`src/rtl/alu_arbiter.sv`:
```
// alu_arbiter: shares one ALU between two requesters and registers each result
// into a per-requester response slot that has a valid/ready handshake.
// Arbitration is round-robin by default. Defining ALU_ARB_FIXED_PRIO_EN selects
// fixed priority for req0, with a starvation counter that forces a req1 grant.
module alu_arbiter #(
    parameter int unsigned XLEN         = 32,
    parameter int unsigned STARVE_LIMIT = 4
) (
    input  logic            clk,
    input  logic            rst_n,

    input  logic            req0_valid,
    output logic            req0_ready,
    input  logic [XLEN-1:0] req0_a,
    input  logic [XLEN-1:0] req0_b,
    input  logic [3:0]      req0_ctrl,

    input  logic            req1_valid,
    output logic            req1_ready,
    input  logic [XLEN-1:0] req1_a,
    input  logic [XLEN-1:0] req1_b,
    input  logic [3:0]      req1_ctrl,

    output logic [XLEN-1:0] alu_a,
    output logic [XLEN-1:0] alu_b,
    output logic [3:0]      alu_ctrl,
    input  logic [XLEN-1:0] alu_result,
    input  logic            alu_zero,

    output logic            rsp0_valid,
    input  logic            rsp0_ready,
    output logic [XLEN-1:0] rsp0_result,
    output logic            rsp0_zero,
    output logic            rsp0_err,

    output logic            rsp1_valid,
    input  logic            rsp1_ready,
    output logic [XLEN-1:0] rsp1_result,
    output logic            rsp1_zero,
    output logic            rsp1_err
);

    localparam logic [3:0] CTRL_ADD = 4'b0010;
    localparam logic [3:0] CTRL_INV = 4'b1111;

    logic            r_rsp0_valid;
    logic [XLEN-1:0] r_rsp0_result;
    logic            r_rsp0_zero;
    logic            r_rsp0_err;
    logic            r_rsp1_valid;
    logic [XLEN-1:0] r_rsp1_result;
    logic            r_rsp1_zero;
    logic            r_rsp1_err;

    logic w_elig0;
    logic w_elig1;
    logic w_gnt0;
    logic w_gnt1;

    // A requester may be served when its slot is empty or draining this cycle
    assign w_elig0 = req0_valid && (!r_rsp0_valid || rsp0_ready);
    assign w_elig1 = req1_valid && (!r_rsp1_valid || rsp1_ready);

`ifdef ALU_ARB_FIXED_PRIO_EN
    localparam int unsigned CNT_W = (STARVE_LIMIT < 1) ? 1 : $clog2(STARVE_LIMIT + 1);
    localparam logic [CNT_W-1:0] STARVE_MAX = CNT_W'(STARVE_LIMIT);

    logic [CNT_W-1:0] r_starve_cnt;
    logic             w_force1;

    assign w_force1 = (r_starve_cnt == STARVE_MAX);

    // Fixed priority for req0 unless req1 has waited STARVE_LIMIT cycles
    always_comb begin
        w_gnt0 = 1'b0;
        w_gnt1 = 1'b0;
        if (w_elig0 && w_elig1) begin
            if (w_force1) begin
                w_gnt1 = 1'b1;
            end else begin
                w_gnt0 = 1'b1;
            end
        end else if (w_elig0) begin
            w_gnt0 = 1'b1;
        end else if (w_elig1) begin
            w_gnt1 = 1'b1;
        end
    end

    // Count consecutive cycles req1 is eligible but loses, saturating at the limit
    always_ff @(posedge clk or negedge rst_n) begin
        if (!rst_n) begin
            r_starve_cnt <= '0;
        end else if (!w_elig1 || w_gnt1) begin
            r_starve_cnt <= '0;
        end else if (r_starve_cnt != STARVE_MAX) begin
            r_starve_cnt <= r_starve_cnt + CNT_W'(1);
        end
    end
`else
    logic r_rr_ptr;
    logic w_unused_cfg;

    // The starvation limit only matters for the fixed-priority build
    assign w_unused_cfg = (STARVE_LIMIT == 0);

    // Round-robin: on contention the pointer picks the winner
    always_comb begin
        w_gnt0 = 1'b0;
        w_gnt1 = 1'b0;
        if (w_elig0 && w_elig1) begin
            if (r_rr_ptr) begin
                w_gnt1 = 1'b1;
            end else begin
                w_gnt0 = 1'b1;
            end
        end else if (w_elig0) begin
            w_gnt0 = 1'b1;
        end else if (w_elig1) begin
            w_gnt1 = 1'b1;
        end
    end

    // Point at the requester that did not win; hold when idle
    always_ff @(posedge clk or negedge rst_n) begin
        if (!rst_n) begin
            r_rr_ptr <= 1'b0;
        end else if (w_gnt0) begin
            r_rr_ptr <= 1'b1;
        end else if (w_gnt1) begin
            r_rr_ptr <= 1'b0;
        end
    end
`endif

    assign req0_ready = w_gnt0;
    assign req1_ready = w_gnt1;

    // Drive the shared ALU from the winner; park on ADD with zero operands when idle
    always_comb begin
        alu_a    = '0;
        alu_b    = '0;
        alu_ctrl = CTRL_ADD;
        if (w_gnt0) begin
            alu_a    = req0_a;
            alu_b    = req0_b;
            alu_ctrl = req0_ctrl;
        end else if (w_gnt1) begin
            alu_a    = req1_a;
            alu_b    = req1_b;
            alu_ctrl = req1_ctrl;
        end
    end

    // Response slot 0: capture on accept, otherwise clear valid when drained
    always_ff @(posedge clk or negedge rst_n) begin
        if (!rst_n) begin
            r_rsp0_valid  <= 1'b0;
            r_rsp0_result <= '0;
            r_rsp0_zero   <= 1'b0;
            r_rsp0_err    <= 1'b0;
        end else if (w_gnt0) begin
            r_rsp0_valid <= 1'b1;
            if (req0_ctrl == CTRL_INV) begin
                r_rsp0_result <= '0;
                r_rsp0_zero   <= 1'b0;
                r_rsp0_err    <= 1'b1;
            end else begin
                r_rsp0_result <= alu_result;
                r_rsp0_zero   <= alu_zero;
                r_rsp0_err    <= 1'b0;
            end
        end else if (r_rsp0_valid && rsp0_ready) begin
            r_rsp0_valid <= 1'b0;
        end
    end

    // Response slot 1: capture on accept, otherwise clear valid when drained
    always_ff @(posedge clk or negedge rst_n) begin
        if (!rst_n) begin
            r_rsp1_valid  <= 1'b0;
            r_rsp1_result <= '0;
            r_rsp1_zero   <= 1'b0;
            r_rsp1_err    <= 1'b0;
        end else if (w_gnt1) begin
            r_rsp1_valid <= 1'b1;
            if (req1_ctrl == CTRL_INV) begin
                r_rsp1_result <= '0;
                r_rsp1_zero   <= 1'b0;
                r_rsp1_err    <= 1'b1;
            end else begin
                r_rsp1_result <= alu_result;
                r_rsp1_zero   <= alu_zero;
                r_rsp1_err    <= 1'b0;
            end
        end else if (r_rsp1_valid && rsp1_ready) begin
            r_rsp1_valid <= 1'b0;
        end
    end

    assign rsp0_valid  = r_rsp0_valid;
    assign rsp0_result = r_rsp0_result;
    assign rsp0_zero   = r_rsp0_zero;
    assign rsp0_err    = r_rsp0_err;
    assign rsp1_valid  = r_rsp1_valid;
    assign rsp1_result = r_rsp1_result;
    assign rsp1_zero   = r_rsp1_zero;
    assign rsp1_err    = r_rsp1_err;

endmodule

```
`config.mk`:
```
export PLATFORM = sky130hd
export DESIGN_NAME = alu_arbiter
export DESIGN_NICKNAME = d
export VERILOG_FILES = /design/src/rtl/alu_arbiter.sv
export SDC_FILE = /design/constraint.sdc
export NUM_CORES = 1
export LEC_CHECK = 0
export ABC_AREA = 0
export ABC_CLOCK_PERIOD_IN_PS = 2860
export CAP_MARGIN = 20
export CORE_AREA = 2 2 123 125
export CTS_BUF_LIST = sky130_fd_sc_hd__clkbuf_2
export DETAILED_ROUTE_END_ITERATION = 6
export DIE_AREA = 0 0 125 127
export PLACE_DENSITY = 0.66
export SLEW_MARGIN = 20
export SYNTH_ARGS = -nofsm -noshare
export SYNTH_HDL_FRONTEND = slang
export SYNTH_SLANG_ARGS = --single-unit
```
`constraint.sdc`:
```
create_clock -name clk -period 2.86 [get_ports clk]
set_input_delay 0.858 -clock clk [delete_from_list [all_inputs] [get_ports clk]]
set_output_delay 0.858 -clock clk [all_outputs]
set_load 0.05 [all_outputs]
```
==> impl_metrics.sql <==
INSERT INTO impl_metrics (metric_group, metric, value, unit) VALUES
('sta', 'min_period_over_period', '1.05', ''),
('placed_design', 'place.detailed.instances', '870', ''),
('cells_and_area', 'fin_util', '0.632', ''),
('setup_path', 'worst_path_required_time', '2.00', 'ns'),
('global_routing', 'first_global_vias', '4612', ''),
('cts', 'cts_hold_repair.buffers', '0', ''),
('synth', 'synth_top_area_frac', '0.464', ''),
('cts', 'cts_num_sinks', '71', ''),
('cts', 'clk_path_buf_depth', '2', ''),
('setup_path', 'path_class', 'input port to output pin', ''),
('sta', 'max-slew-margin-rel', '0.625', ''),
('placed_design', 'dp_area', '0.00801', 'sq mm'),
('synth', 'synthTopCellsByArea', 'dfrtp_1 46%, mux2i_1 18%, a22o_1 15%', ''),
('sta', 'slew_violations', '0', ''),
('synth', 'synth_async_sr_flop_share', '1.00', ''),
('sta', 'setup_violations', '70', ''),
('setup_path', 'setup.reg_to_reg.worst_slack', '0.80', 'ns'),
('cells_and_area', 'nNetsFinal', '899', ''),
('global_routing', 'grt_usage', '0.238', ''),
('synth', 'ys_warn_count', '0', ''),
('floorplanning', 'ios', '315', ''),
('synth', 'post_synth_instance_area', '0.00383', 'sq mm'),
('floorplanning', 'floorplan.rows', '44', ''),
('placed_design', 'pre_cts_ws', '-0.529', 'ns'),
('global_routing', 'grt_first_pass_wirelength', '28500', 'microns'),
('global_routing', 'largest_net_degree_at_the_start_of_global_routing', '50', ''),
('global_routing', 'grt_antenna_before_repair', '6', ''),
('status', 'outcome', 'complete, but fails checks', ''),
('cts', 'tritoncts', 'done', ''),
('setup_path', 'cp_dominant_cell_by_count', 'buf_12', ''),
('setup_path', 'worst-path-max-fanout', '5', ''),
('cells_and_area', 'finish.cell_count_without_fillers', '921', ''),
('cts', 'clk_latency', '0.50', 'ns'),
('cts', 'clockRootBuffer', 'clkbuf_2', ''),
('routing', 'routed_wl', '20900', 'microns'),
('sta', 'timing.final.ws_setup', '-0.154', 'ns'),
('synth', 'post-synth-top-area-cell', 'dfrtp_1', ''),
('synth', 'ys_seq_elements', '71', ''),
('floorplanning', 'core_area', '0.0144', 'sq mm'),
('setup_path', 'critPathLaunch', 'rsp1_ready', ''),
('sta', 'rsz0062_at_grt', 'yes', ''),
('sta', 'timing.final.hold_violations', '0', ''),
('global_routing', 'global_route.overflow_total', '0', ''),
('setup_path', 'logic_depth_of_the_worst_setup_path_including_buffers', '8', ''),
('setup_path', 'worstSetupEndpointType', 'output pin', ''),
('routing', 'route.vias.total', '4400', ''),
('power', 'total_leakage_power', '4.29', 'nW'),
('power', 'vdd.ir_drop.worst', '0.508', 'mV'),
('setup_path', 'r2r-end', 'rsp1_result[18]', ''),
('cts', 'clkTransAtPathRegs', '0.19', 'ns'),
('sta', 'worst_max_slew_pin_slew', '0.560', 'ns'),
('setup_path', 'path_delay_family', 'buffers and inverters', ''),
('floorplanning', 'fp.dieArea', '0.0159', 'sq mm'),
('setup_path', 'cp_data_arrival_time', '2.16', 'ns'),
('setup_path', 'critical_path.slowest_cell', 'a311oi_4', ''),
('sta', 'setup-tns-final', '-8.03', 'ns'),
('synth', 'yosysSeqAreaShare', '0.464', ''),
('sta', 'final.min_clock_period', '3.01', 'ns'),
('setup_path', 'reg2regPathDepth', '7', ''),
('placed_design', 'gp_routability_congestion', '0.919', ''),
('synth', 'synth_enable_flop_cells', '0', ''),
('placed_design', 'post-dp-hpwl', '14400', 'microns'),
('cells_and_area', 'post-route-cell-area', '0.00912', 'sq mm'),
('cts', 'numCtsBuffers', '9', ''),
('setup_path', 'critical_path.cell_chain', 'clkdlybuf4s15_1 > nand2b_4 > a311oi_4 > buf_6 > buf_12 > clkbuf_16 > a22o_4 > buf_12', ''),
('cells_and_area', 'drive_above_1_share', '0.280', ''),
('cts', 'htree_num_levels', '3', ''),
('status', 'violated_checks', 'setup timing', ''),
('placed_design', 'number_of_input_and_output_port_buffers_inserted', '314', ''),
('synth', 'postSynthNetCount', '559', ''),
('power', 'pd_cells', '682', 'mW/mm^2');
## stage by stage
| stage | power (mW) | hold slack (ns) |
|---|---|---|
| 2_1_floorplan | 3.54 | 0.483 |
| 3_3_place_gp | 5.20 | 0.504 |
| 3_5_place_dp | 5.25 | 0.509 |
| 4_1_cts | 6.09 | 0.289 |
| 5_1_grt | 6.46 | 0.294 |
| 6_report | 6.22 | 0.330 |
## what timing repair did
action	CTS	global route
pin swaps	19	6
buffers inserted	7	4
gates resized for setup	58	33
cloned	8	9
setup endpoints to repair	70	70
## power breakdown
part | switching [mW] | internal (mW) | leakage [nW]
clock | 0.360 | 0.192 | 0.0567
sequential | 0.160 | 1.27 | 0.842
combinational | 2.39 | 1.85 | 3.39
total | 2.91 | 3.31 | 4.29
## flip-flops by register name (all words and copies together) (netlist names)
name,flops
rsp1_err,1
rsp0_zero,1
rsp0_err,1
rsp0_valid,1
rsp0_result,32
rsp1_valid,1
rsp1_result,32
r_rr_ptr,1
rsp1_zero,1
## logic make-up after synthesis
family,after synthesis,share of synthesized area
AO/OA/AOI/OAI,72,0.165
buffers and inverters,99,0.114
flip-flops,71,0.464
multiplexers,68,0.178
AND/OR/NAND/NOR,74,0.0791
## metal layers
metal,vias to the layer above,GRT usage,wire length [microns],share of wire
li1,1990,-,-,-
met1,2151,0.261,7680,0.37
met2,216,0.426,10900,0.52
met3,43,0.0699,1410,0.068
met4,0,0.109,859,0.041
met5,-,0,0,0
## worst register-to-register path, cell delays in order (launching register included)
cell and delay [ns]:
dfrtp_1 0.40, nor2b_4 0.20, buf_6 0.15, o211a_4 0.30, buf_12 0.17, buf_8 0.12, buf_4 0.36, mux2i_1 0.26
## worst max path at each step
stage	slack (ns)	end
2_1_floorplan	-0.04	alu_a[10]
3_3_place_gp	-0.55	alu_ctrl[0]
3_5_place_dp	-0.53	alu_ctrl[0]
4_1_cts	-0.20	alu_ctrl[0]
5_1_grt	-0.23	alu_a[17]
6_report	-0.15	alu_b[26]
## layout make-up
class	instances	area, sq um
Fill cell	1146	5310
Timing Repair Buffer	356	4520
Sequential cell	71	1780
Antenna cell	8	20.0
Multi-Input combinational cell	215	2200
Tap cell	184	230
Inverter	71	267
Clock inverter	7	63.8
Clock buffer	9	45.0
## cells in the final DEF (no fill, tap or decap), drive strengths merged, types with 2 or more instances in the layout
| cell | count |
|---|---|
| a22o | 67 |
| buf | 108 |
| clkbuf | 16 |
| clkdlybuf4s15 | 2 |
| clkdlybuf4s50 | 239 |
| clkinv | 3 |
| clkinvlp | 3 |
| dfrtp | 71 |
| diode | 8 |
| inv | 71 |
| mux2i | 68 |
| nand2 | 67 |
| nand2b | 2 |
| nand4 | 2 |
| o211a | 2 |
Power figures use the tool's default switching activity.
